--- src/rtl/pc_unit.sv ---
// Fetch-stage program counter: write > stall > ret > call > branch > step.
// Optional return-address stack is built when PC_RAS_EN is defined.
module pc_unit #(
  parameter int unsigned     WIDTH     = 32,
  parameter int unsigned     STEP      = 4,
  parameter logic [WIDTH-1:0] RESET_VEC = '0,
  parameter int unsigned     RAS_DEPTH = 4
) (
  input  logic             clk,
  input  logic             rst_n,
  input  logic             stall,
  input  logic             we,
  input  logic [WIDTH-1:0] wd,
  input  logic             ib,
  input  logic [WIDTH-1:0] bv,
  input  logic             call,
  input  logic             ret,
  output logic [WIDTH-1:0] iaddrout,
  output logic             ras_empty,
  output logic             ras_full,
  output logic             ret_miss
);

  logic [WIDTH-1:0] r_pc;
  logic [WIDTH-1:0] w_pc_d;
  logic [WIDTH-1:0] w_pc_step;
  logic [WIDTH-1:0] w_pc_rel;

  assign w_pc_step = r_pc + WIDTH'(STEP);
  assign w_pc_rel  = r_pc + bv;
  assign iaddrout  = r_pc;

`ifdef PC_RAS_EN
  localparam int unsigned PtrW = $clog2(RAS_DEPTH);
  localparam int unsigned CntW = PtrW + 1;

  logic [WIDTH-1:0] r_mem [RAS_DEPTH];
  logic [PtrW-1:0]  r_wp, w_wp_d;
  logic [CntW-1:0]  r_cnt, w_cnt_d;
  logic             r_empty, r_full, r_ret_miss;
  logic             w_push, w_miss;
  logic [PtrW-1:0]  w_top;

  // r_wp points at the next free slot; when full it also points at the oldest entry.
  assign w_top = r_wp - PtrW'(1);

  always_comb begin
    w_pc_d  = r_pc;
    w_wp_d  = r_wp;
    w_cnt_d = r_cnt;
    w_push  = 1'b0;
    w_miss  = 1'b0;
    if (we) begin
      w_pc_d = wd;
    end else if (!stall) begin
      if (ret) begin
        if (r_cnt != '0) begin
          w_pc_d  = r_mem[w_top];
          w_wp_d  = w_top;
          w_cnt_d = r_cnt - CntW'(1);
        end else begin
          w_pc_d = w_pc_step;
          w_miss = 1'b1;
        end
      end else if (call) begin
        w_push = 1'b1;
        w_pc_d = w_pc_rel;
        w_wp_d = r_wp + PtrW'(1);
        if (r_cnt != CntW'(RAS_DEPTH)) begin
          w_cnt_d = r_cnt + CntW'(1);
        end
      end else if (ib) begin
        w_pc_d = w_pc_rel;
      end else begin
        w_pc_d = w_pc_step;
      end
    end
  end

  always_ff @(posedge clk) begin
    if (!rst_n) begin
      r_pc       <= RESET_VEC;
      r_wp       <= '0;
      r_cnt      <= '0;
      r_empty    <= 1'b1;
      r_full     <= 1'b0;
      r_ret_miss <= 1'b0;
    end else begin
      r_pc       <= w_pc_d;
      r_wp       <= w_wp_d;
      r_cnt      <= w_cnt_d;
      r_empty    <= (w_cnt_d == '0);
      r_full     <= (w_cnt_d == CntW'(RAS_DEPTH));
      r_ret_miss <= w_miss;
    end
  end

  // Entries are not reset; a push during reset is discarded.
  always_ff @(posedge clk) begin
    if (rst_n && w_push) begin
      r_mem[r_wp] <= w_pc_step;
    end
  end

  assign ras_empty = r_empty;
  assign ras_full  = r_full;
  assign ret_miss  = r_ret_miss;
`else
  logic w_unused_cfg;

  assign w_unused_cfg = (RAS_DEPTH != 0);

  // Without a stack, call degrades to a branch and ret to a plain step.
  always_comb begin
    w_pc_d = r_pc;
    if (we) begin
      w_pc_d = wd;
    end else if (!stall) begin
      if (ret) begin
        w_pc_d = w_pc_step;
      end else if (call || ib) begin
        w_pc_d = w_pc_rel;
      end else begin
        w_pc_d = w_pc_step;
      end
    end
  end

  always_ff @(posedge clk) begin
    if (!rst_n) begin
      r_pc <= RESET_VEC;
    end else begin
      r_pc <= w_pc_d;
    end
  end

  assign ras_empty = 1'b1;
  assign ras_full  = 1'b0;
  assign ret_miss  = 1'b0;
`endif

endmodule

--- config.mk ---
export PLATFORM = sky130hd
export DESIGN_NAME = pc_unit
export DESIGN_NICKNAME = d
export VERILOG_FILES = /design/src/rtl/pc_unit.sv
export SDC_FILE = /design/constraint.sdc
export NUM_CORES = 1
export LEC_CHECK = 0
export CORE_MARGIN = 2
export CORE_UTILIZATION = 55
export CTS_BUF_LIST = sky130_fd_sc_hd__clkbuf_8
export CTS_CLUSTER_DIAMETER = 80
export DETAILED_ROUTE_END_ITERATION = 10
export PLACE_DENSITY = 0.9
export SYNTH_ARGS = -nofsm -noshare
export SYNTH_HDL_FRONTEND = slang
export SYNTH_SLANG_ARGS = --single-unit
--- constraint.sdc ---
create_clock -name clk -period 4.6 [get_ports clk]
set_input_delay 0.46 -clock clk [delete_from_list [all_inputs] [get_ports clk]]
set_output_delay 0.46 -clock clk [all_outputs]
set_load 0.03 [all_outputs]
# Word-level counts from Yosys, hierarchy flattened
# Cells that the tools add are included.
[word_totals] reg_bits=32 inputBits=71 word_cells=9
[op_classes] n_addsub=2 eq_ne=1 mux=4 n_reduce_logical=1
[ops] op="32-bit two-way mux" count=4
[ops] op="32-bit by 3-bit adder with 32-bit output, second input constant" count=1
[ops] op="32-bit adder" count=1
[ops] op="2-bit by 1-bit inequality test with 1-bit output, second input constant" count=1
[ops] op="1-bit logical OR" count=1

# Longest topological paths before layout
# Gate-level depths: netlist of run 1.
[depth] depth_word=5 depth_mapped=12

# Least setup slack after synthesis of run 1
# Ideal clock, no wire load.
[synth_path] path_kind="register to register" startpoint="register r_pc[18], in the netlist iaddrout[18]" endpoint="register r_pc[30], in the netlist iaddrout[30]" arrival_ps=2573 required_time_ps=4514 path_slack_ps=1941 path_stages_with_launch=11 synth_period_minus_slack_ps=2659 cell_sequence="dfxtp_1 ha_1 a21o_1 o21a_1 a311oi_2 o22ai_1 a41o_1 o221ai_2 o21ai_1 xnor2_1 a221oi_2"
[synth_between] elab_chain_len=5
[synth_rtl] item="from (decl)" line_no="24" rtl="logic [WIDTH-1:0] r_pc;"
[synth_rtl] item="from (signal assigned)" line_no="133" rtl="r_pc <= w_pc_d;"
[synth_rtl] item="32-bit by 3-bit adder with 32-bit output / 32-bit adder (equally long branches)" line_no="29, 30"
[synth_rtl] item="32-bit two-way mux" line_no="121" rtl="end else if (call || ib) begin"
[synth_rtl] item="32-bit two-way mux *" line_no="119" rtl="if (ret) begin"
[synth_rtl] item="32-bit two-way mux *" line_no="118" rtl="end else if (!stall) begin"
[synth_rtl] item="32-bit two-way mux *" line_no="116" rtl="if (we) begin"
# Mark *: on every way between the ends. The rest lies on a longest branch, timed or not. The select of a mux whose other input is x is not followed.
# A chain may end at the register's enable or synchronous reset.

# Final worst setup path of run 1
[layout_path] startpoint="input bv[6]" endpoint="register r_pc[25], in the netlist iaddrout[25]"
[layout_between] elab_chain_len=5
[layout_rtl] item="from (decl)" line_no="15" rtl="input logic [WIDTH-1:0] bv,"
[layout_rtl] item="32-bit adder" line_no="30" rtl="assign w_pc_rel = r_pc + bv;"
[layout_rtl] item="32-bit two-way mux" line_no="121"
[layout_rtl] item="32-bit two-way mux" line_no="119"
[layout_rtl] item="32-bit two-way mux" line_no="118"
[layout_rtl] item="32-bit two-way mux" line_no="116"
# No other way between the ends. The select of a mux whose other input is x is not followed.

==> metrics.md, run 1 <==
| Metric | Value |
|---|---|
| Hold Path Sink | `iaddrout[0]` |
| Asr flop ratio synth | `0` |
| Hold path depth | `2` |
| Synth Register Bits | `32` |
| Distinct cell type count after synthesis | `69` |
| Hold Startpoint | `iaddrout[0]` |
| DP Cell Count | `716` |
| Crit start category | `input port` |
| Initial drt markers | `402` |
| Yosys top cell area share | `0.1661` |
| Routability Congestion | `0.9582` |
| CTS buffer count | `5` |
| H-tree levels | `2` |
| Ranking of synthesized cells by area | `dfxtp_1 17%, ha_1 10%, a21oi_1 10%, nor2_1 5.3%, nand2_1 5.1%` |
| Post-synthesis sequential area ratio | `0.1661` |
| # DRC | `0` |
| Leakage power | `1.988 nW` |
| Clk slew on worst S/H paths | `0.08 ns` |
| Postcts setup bufs | `0` |
| Setup TNS | `0 ns` |
| Total track usage | `0.3333` |
| First-pass GRT wire length | `20440 µm` |
| Post-cts resize count | `0` |
| Crit path max fanout | `7` |
| RSZ-0062 raised after global routing | `false` |
| Fraction of layout cells with a size suffix above 1 | `0.06380` |
| Status | `completed` |
| R2R Path Start | `iaddrout[6]` |
| Drt pass-1 iters | `5` |
| Min Clock Period, post-route | `2.964 ns` |
| Type of the worst min-delay path | `reg -> reg` |
| Worst R2R End | `iaddrout[25]` |
| Hold Slack | `0.5323 ns` |
| Hold_buf cts | `0` |
| Critical Path End Type | `register` |
| Mapped Cells | `540` |
| Final wirelength | `13270 µm` |
| Maximum vdd drop | `0.1397 mV` |
| DIE HEIGHT | `87.74 µm` |
| Initial Util | `0.5676` |
| Row cnt | `30` |
| Die X | `87.74 µm` |
| Core area | `6794 µm²` |
| Largest net degree at the start of global routing | `35` |
| Final core occ | `0.7348` |
| Most frequent cell after synthesis | `a21oi_1` |
| Register-to-register setup slack | `1.76 ns` |
| Root Buffer Master | `clkbuf_8` |
| Synth warn | `0` |
| Post-DP HPWL | `9678 µm` |
| Most used DFF post-synth | `dfxtp_1` |
| Antenna diodes | `0` |
| Fraction of the cycle the final worst path needs | `0.6444` |
| # port buffers | `102` |
| # setup viols final | `0` |
| P&R area growth vs syn | `29.46%` |
| Fmax | `337.4 MHz` |
| Power, Total | `0.001113 W` |
| I/O Pins | `106` |
| Max Clock Skew | `0.008988 ns` |
| Vias in the first global route | `4473` |
| Mapped cell area | `3856 µm²` |
| Final cell count without fillers | `723` |
| CTS max path bufs | `2` |
| Synth Area per Inst | `7.141 µm²` |
| Yosys top cell by area | `dfxtp_1` |
| Via count | `4765` |
| Final Slew Violations | `0` |
| Synth top cells by count | `77 x a21oi_1, 54 x nor2_1, 52 x nand2_1` |
| Nets | `731` |
| CP arrival | `3.13 ns` |
| CTS Sinks | `32` |
| Die area | `7697 µm²` |
| Crit path kind | `in -> reg` |
| Slew HR | `0.3687` |
| Max_cap viols | `0` |
| Initial antenna violation count | `0` |
| Max reg flops | `32` |
| EDFF count, synth | `0` |
| Slew at the pin with the worst max-slew slack | `0.9435 ns` |
| Remaining Overflow, GRT | `0` |
| P per Cell Area | `222.9 nW/µm²` |
| Routed Antenna Nets | `0` |
| Drt wl/cell | `18.36 µm` |
| Final hold violations | `0` |
| Required time worst endpoint | `4.77 ns` |
| Skew-Pair Late Insertion Delay | `0.29 ns` |
| Vias per cell | `6.591` |
| CTS tree | `yes` |
| Reg2reg path depth | `10` |
[final cells by class]
cell class | count | area (µm²)
fillers | 539 | 1802
multi-input cells | 466 | 3043
repair buffers | 106 | 1051
flip-flops and latches | 32 | 640.6
inverters | 16 | 60.06
clock buffers | 5 | 68.82
clock inverters | 2 | 8.758
well taps | 96 | 120.1
[worst max-delay path, cell delays in order]
cell and delay (ns):
clkdlybuf4s50_1 0.43, ha_1 0.40, a211oi_1 0.35, o21ai_1 0.13
o211a_1 0.27, nor3b_2 0.29, o21ai_2 0.15, a21o_1 0.19
a31oi_2 0.18, xor2_1 0.18, o22ai_1 0.11
[cells in the final DEF, fill, tap and decap left out, drive strengths merged, types with 6 or more instances in the layout]
cell	synthesis	routed
a211oi	14	14
xor2	13	13
o211ai	7	7
ha	32	32
nor3	10	10
nand2	52	52
nand2b	6	6
clkdlybuf4s50	0	102
inv	16	17
and3	11	11
o21ai	39	39
a21oi	80	80
o221ai	7	7
nand3	16	16
dfxtp	32	32
a21o	13	13
xnor2	18	18
a31oi	10	10
nand4	13	13
o22ai	8	8
nor2	58	58
[layer usage]
| metal | share of wire | up-vias | global-route usage |
|---|---|---|---|
| met1 | 0.38 | 2176 | 0.3858 |
| met4 | 0.047 | 0 | 0.1944 |
| met3 | 0.10 | 72 | 0.06221 |
| met2 | 0.47 | 334 | 0.5716 |
| met5 | 0 | - | 0 |
| li1 | - | 2183 | - |
[kinds of logic after synthesis]
logic type | share of synthesized area
AND/OR/NAND/NOR | 0.2330
XOR/XNOR | 0.07041
other | 0.001948
multiplexers | 0.008112
adder cells (fa/ha/maj) | 0.1090
flip-flops | 0.1661
buffers and inverters | 0.04640
AO/OA/AOI/OAI | 0.3650
[worst max-delay path by stage]
stage | depth (start not counted) | end | startpoint | slack (ns)
floorplan | 10 | iaddrout[30] | iaddrout[18] | 1.94
global placement | 13 | iaddrout[30] | bv[0] | 1.45
detailed placement | 13 | iaddrout[30] | bv[0] | 1.37
CTS | 13 | iaddrout[30] | bv[0] | 1.67
global route | 11 | iaddrout[23] | bv[6] | 1.49
finish | 11 | iaddrout[25] | bv[6] | 1.64
[stage by stage]
stage	worst slack, ns	area (µm²)
after CTS	1.674	4992
after floorplan	1.941	3860
after global routing	1.491	4992
final	1.636	4992
after global placement	1.453	4915
after detailed placement	1.367	4915
[report_power, final]
group / internal (W) / leakage [nW] / total [W] / switching [W]
registers: 0.000300 / 0.266 / 0.000342 / 0.0000420
logic: 0.000246 / 1.68 / 0.000556 / 0.000310
clock network: 0.000101 / 0.0452 / 0.000215 / 0.000114
Note: power is estimated with default switching activity, not from simulation.
==> inputs of run 2 (changes only) <==
- CORE_UTILIZATION: 55 -> 51
- PLACE_DENSITY: 0.9 -> 0.84
- clock period: 4.6 -> 2.97 ns (I/O delays scaled with it)
==> metrics.md, run 2 (synthesized netlist as in run 1, its figures left out) <==
| Metric | Value |
|---|---|
| # setup viols final | `0 (unchanged)` |
| Drt wl/cell | `18.53 µm (was 18.36 µm)` |
| # port buffers | `102 (unchanged)` |
| Antenna diodes | `0 (unchanged)` |
| Most common cell after layout, fill and taps aside | `clkdlybuf4s50_1 (unchanged)` |
| Crit path kind | `in -> reg (unchanged)` |
| Final Slew Violations | `0 (unchanged)` |
| Largest net degree at the start of global routing | `34 (was 35)` |
| Crit path max fanout | `3 (was 7)` |
| Slew HR | `0.5753 (was 0.3687)` |
| P per Cell Area | `352.2 nW/µm² (was 222.9 nW/µm²)` |
| Post-cts resize count | `0 (unchanged)` |
| Most frequent cells in the layout | `102 x clkdlybuf4s50_1, 77 x a21oi_1, 53 x nor2_1 (unchanged)` |
| Type of the worst min-delay path | `reg -> reg (unchanged)` |
| P&R area growth vs syn | `35.11% (was 29.46%)` |
| DP Cell Count | `745 (was 716)` |
| Initial Util | `0.5288 (was 0.5676)` |
| Routed Antenna Nets | `0 (unchanged)` |
| Clk slew on worst S/H paths | `0.08 ns (about the same)` |
| Core area | `7292 µm² (was 6794 µm²)` |
| Fraction of layout cells with a size suffix above 1 | `0.1026 (was 0.06380)` |
| First-pass GRT wire length | `22480 µm (was 20440 µm)` |
| Fillers | `628 (was 539)` |
| Die X | `90.96 µm (was 87.74 µm)` |
| Critical Path End Type | `register (unchanged)` |
| DIE HEIGHT | `90.96 µm (was 87.74 µm)` |
| Max_cap viols | `0 (unchanged)` |
| Hold_buf cts | `0 (unchanged)` |
| Total track usage | `0.3319 (was 0.3333)` |
| CTS buffer count | `5 (unchanged)` |
| Max Clock Skew | `0.003246 ns (was 0.008988 ns)` |
| CTS tree | `yes (unchanged)` |
| Hold path depth | `2 (unchanged)` |
| Initial antenna violation count | `0 (unchanged)` |
| CTS Sinks | `32 (unchanged)` |
| Final cell count without fillers | `752 (was 723)` |
| H-tree levels | `2 (unchanged)` |
| Initial drt markers | `304 (was 402)` |
| CP arrival | `3.03 ns (was 3.13 ns)` |
| Required time worst endpoint | `3.19 ns (was 4.77 ns)` |
| Via count | `4810 (was 4765)` |
| Fmax | `355.3 MHz` |
| Design Area, Final | `5210 µm² (was 4992 µm²)` |
| Status | `completed (unchanged)` |
| Crit start category | `input port (unchanged)` |
| Die area | `8273 µm² (was 7697 µm²)` |
| Remaining Overflow, GRT | `0 (unchanged)` |
| Hold Slack | `0.5363 ns (was 0.5323 ns)` |
| Slew at the pin with the worst max-slew slack | `0.6312 ns (was 0.9435 ns)` |
| Drt pass-1 iters | `6 (was 5)` |
| Final hold violations | `0 (unchanged)` |
| Maximum vdd drop | `0.2518 mV (was 0.1397 mV)` |
| Row cnt | `31 (was 30)` |
| I/O Pins | `106 (unchanged)` |
| CTS max path bufs | `2 (unchanged)` |
| Fraction of the cycle the final worst path needs | `0.9476` |
| # DRC | `0 (unchanged)` |
| Min Clock Period, post-route | `2.815 ns` |
| Post-DP HPWL | `10430 µm (was 9678 µm)` |
| Max reg flops | `32 (unchanged)` |
| Setup TNS | `0 ns (unchanged)` |
| Leakage power | `2.122 nW (was 1.988 nW)` |
| Final wirelength | `13930 µm (was 13270 µm)` |
| Final core occ | `0.7145 (was 0.7348)` |
| Reg2reg path depth | `12 (was 10)` |
| Routability Congestion | `1.062 (was 0.9582)` |
| Vias in the first global route | `4774 (was 4473)` |
| Nets | `757 (was 731)` |
| Area after DPL | `5114 µm² (was 4915 µm²)` |
| Root Buffer Master | `clkbuf_8 (unchanged)` |
| Skew-Pair Late Insertion Delay | `0.30 ns (was 0.29 ns)` |
| RSZ-0062 raised after global routing | `false (unchanged)` |
| Vias per cell | `6.396 (was 6.591)` |
| Postcts setup bufs | `0 (unchanged)` |
==> run 2: final timing paths <==
check | start | end | slack, ns
hold reg to reg | iaddrout[0] | iaddrout[0] | 0.54
setup reg to reg | iaddrout[0] | iaddrout[30] | 0.23
setup / recovery | bv[0] | iaddrout[30] | 0.16
hold / removal | iaddrout[0] | iaddrout[0] | 0.54
==> run 2: final cells by class <==
cell class | count | area, µm² | share of cell area
clock buffer | 7 | 96.34 | 0.01849
inverter | 16 | 60.06 | 0.01153
multi-input combinational | 466 | 3043 | 0.5841
sequential | 32 | 640.6 | 0.1230
tap | 99 | 123.9 | 0.02378
timing repair buffer | 132 | 1246 | 0.2392
==> run 2: per-layer routing <==
metal | routed length [µm] | vias up | global-route usage
li1 | - | 2237 | -
met1 | 5407 | 2247 | 0.3814
met2 | 6898 | 262 | 0.6056
met3 | 1044 | 64 | 0.04564
met4 | 583 | 0 | 0.1503
met5 | 0 | - | 0
==> run 2: where the power goes <==
group | leakage (nW) | switching [W] | internal, W
Sequential | 0.266 | 0.0000547 | 0.000464
Clock | 0.0503 | 0.000196 | 0.000207
Combinational | 1.81 | 0.000500 | 0.000414
Total | 2.12 | 0.000750 | 0.00108
==> run 2: metrics by stage <==
| step | setup slack (ns) | total power [W] |
|---|---|---|
| 2_1_floorplan | 0.3106 | 0.001085 |
| 3_3_place_gp | -0.003299 | 0.001398 |
| 3_5_place_dp | -0.08724 | 0.001414 |
| 4_1_cts | 0.2073 | 0.001817 |
| 5_1_grt | 0.03207 | 0.001924 |
| 6_report | 0.1555 | 0.001835 |
==> run 2: worst max-delay path, cell delays in order <==
cell	delay [ns]
clkdlybuf4s50_1	0.46
ha_1	0.18
inv_1	0.07
fa_1	0.40
nand2b_1	0.20
a21oi_2	0.18
o211ai_2	0.14
a21oi_2	0.21
a41o_1	0.26
o221ai_2	0.13
o21ai_1	0.18
xnor2_1	0.10
a221oi_2	0.23
==> inputs of run 3 (changes only) <==
- CORE_UTILIZATION: 51 -> 50
- PLACE_DENSITY: 0.84 -> 0.83
==> metrics.md, run 3 (synthesized netlist as in run 1, its figures left out) <==
| Metric | Value |
|---|---|
| Status | `completed (unchanged)` |
| Setup TNS | `0 ns (unchanged)` |
| Largest net degree at the start of global routing | `34 (unchanged)` |
| Final hold violations | `0 (unchanged)` |
| Die area | `8431 µm² (was 8273 µm²)` |
| Critical Path End Type | `register (unchanged)` |
| Multi-input logic area | `3043 µm² (unchanged)` |
| Drt wl/cell | `17.62 µm (was 18.53 µm)` |
| Leakage power | `2.148 nW (was 2.122 nW)` |
| Via count | `4702 (was 4810)` |
| Slew HR | `0.6183 (was 0.5753)` |
| Crit path max fanout | `3 (unchanged)` |
| Fillers | `651 (was 628)` |
| P per Cell Area | `344.9 nW/µm² (was 352.2 nW/µm²)` |
| I/O Pins | `106 (unchanged)` |
| Storage cell area | `640.6 µm² (unchanged)` |
| Initial Util | `0.5069 (was 0.5288)` |
| Nets | `762 (was 757)` |
| Max reg flops | `32 (unchanged)` |
| Slew at the pin with the worst max-slew slack | `0.5673 ns (was 0.6312 ns)` |
| Fraction of layout cells with a size suffix above 1 | `0.1108 (was 0.1026)` |
| Postcts setup bufs | `0 (unchanged)` |
| H-tree levels | `2 (unchanged)` |
| Final core occ | `0.6898 (was 0.7145)` |
| # setup viols final | `0 (unchanged)` |
| DIE HEIGHT | `91.82 µm (was 90.96 µm)` |
| Clk slew on worst S/H paths | `0.08 ns (about the same)` |
| Row cnt | `32 (was 31)` |
| Type of the worst min-delay path | `reg -> reg (unchanged)` |
| Vias in the first global route | `4462 (was 4774)` |
| Die X | `91.82 µm (was 90.96 µm)` |
| Most frequent cells in the layout | `102 x clkdlybuf4s50_1, 77 x a21oi_1, 53 x nor2_1 (unchanged)` |
| Antenna diodes | `0 (unchanged)` |
| Place WS | `-0.07961 ns (was -0.08724 ns)` |
| Crit start category | `input port (unchanged)` |
| Max_cap viols | `0 (unchanged)` |
| Final Slew Violations | `0 (unchanged)` |
| CTS Sinks | `32 (unchanged)` |
| Hold_buf cts | `0 (unchanged)` |
| Initial antenna violation count | `0 (unchanged)` |
| CP arrival | `2.99 ns (was 3.03 ns)` |
| Min Clock Period, post-route | `2.786 ns (was 2.815 ns)` |
| Max Clock Skew | `0.008076 ns (was 0.003246 ns)` |
| Fmax | `358.9 MHz (was 355.3 MHz)` |
| Worst setup margin | `0.1837 ns (was 0.1555 ns)` |
| Core area | `7607 µm² (was 7292 µm²)` |
| Remaining Overflow, GRT | `0 (unchanged)` |
| Most common cell after layout, fill and taps aside | `clkdlybuf4s50_1 (unchanged)` |
| Initial drt markers | `302 (was 304)` |
| RSZ-0062 raised after global routing | `false (unchanged)` |
| P&R area growth vs syn | `36.08% (was 35.11%)` |
| Crit path kind | `in -> reg (unchanged)` |
| # DRC | `0 (unchanged)` |
| Required time worst endpoint | `3.18 ns (was 3.19 ns)` |
| Post-cts resize count | `0 (unchanged)` |
| Total track usage | `0.3108 (was 0.3319)` |
| Vias per cell | `6.179 (was 6.396)` |
| CTS buffer count | `5 (unchanged)` |
| Maximum vdd drop | `0.1869 mV (was 0.2518 mV)` |
| First-pass GRT wire length | `21420 µm (was 22480 µm)` |
| Final wirelength | `13410 µm (was 13930 µm)` |
| # port buffers | `102 (unchanged)` |
| Fraction of the cycle the final worst path needs | `0.9382 (was 0.9476)` |
| Drt pass-1 iters | `5 (was 6)` |
| Routed Antenna Nets | `0 (unchanged)` |
| DP Cell Count | `753 (was 745)` |
| Routability Congestion | `1.052 (was 1.062)` |
| CTS tree | `yes (unchanged)` |
| Skew-Pair Late Insertion Delay | `0.30 ns (about the same)` |
| Final cell count without fillers | `761 (was 752)` |
| CTS max path bufs | `2 (unchanged)` |
| Post-DP HPWL | `10130 µm (was 10430 µm)` |
| Root Buffer Master | `clkbuf_8 (unchanged)` |
==> run 3: changes by cell type in the layout (fill, tap and decap cells not counted), sizes merged <==
cell    before  now
buf         30   35
clkbuf       7    6
clkinv       0    2
==> run 3: power breakdown <==
group / internal [W] / switching (W)
sequential: 0.000464 / 0.0000537
clock: 0.000185 / 0.000189
combinational: 0.000421 / 0.000498
total: 0.00107 / 0.000740
==> run 3: metrics by stage <==
step / hold WS, ns / power (W) / instance area, µm²
after floorplan: 0.3960 / 0.001085 / 3860
final: 0.5277 / 0.001810 / 5248
after global placement: 0.5008 / 0.001408 / 5155
after detailed placement: 0.5124 / 0.001423 / 5155
after global routing: 0.5506 / 0.001910 / 5248
after CTS: 0.5237 / 0.001801 / 5248
==> run 3: final cells by class <==
| class | count | share of cell area |
|---|---|---|
| sequential | 32 | 0.1221 |
| clock buffer | 6 | 0.01574 |
| inverter | 16 | 0.01144 |
| timing repair buffer | 137 | 0.2446 |
| clock inverter | 2 | 0.001907 |
| tap | 102 | 0.02432 |
| multi-input combinational | 466 | 0.5799 |
==> run 3: per-layer routing <==
layer	global-route usage	vias to the layer above	wire, µm
li1	-	2245	-
met1	0.3843	2158	5412
met2	0.5466	264	6524
met3	0.04191	35	1061
met4	0.1182	0	410
met5	0	-	0
==> run 3: path summary, 6_finish.rpt <==
check | slack (ns) | start | depth (start not counted) | to
min | 0.53 | iaddrout[0] | 2 | iaddrout[0]
max | 0.18 | bv[0] | 13 | iaddrout[30]
max reg2reg | 0.25 | iaddrout[0] | 12 | iaddrout[30]
min reg2reg | 0.53 | iaddrout[0] | 2 | iaddrout[0]
==> run 3: critical path, stage by stage <==
cell and delay [ns]:
clkdlybuf4s50_1 0.46, ha_1 0.17, inv_1 0.06, fa_1 0.39, nand2b_1 0.20, a21oi_2 0.18
o211ai_2 0.14, a21oi_2 0.21, a41o_1 0.24, o221ai_2 0.12, o21ai_1 0.19, xnor2_1 0.10
a221oi_2 0.23
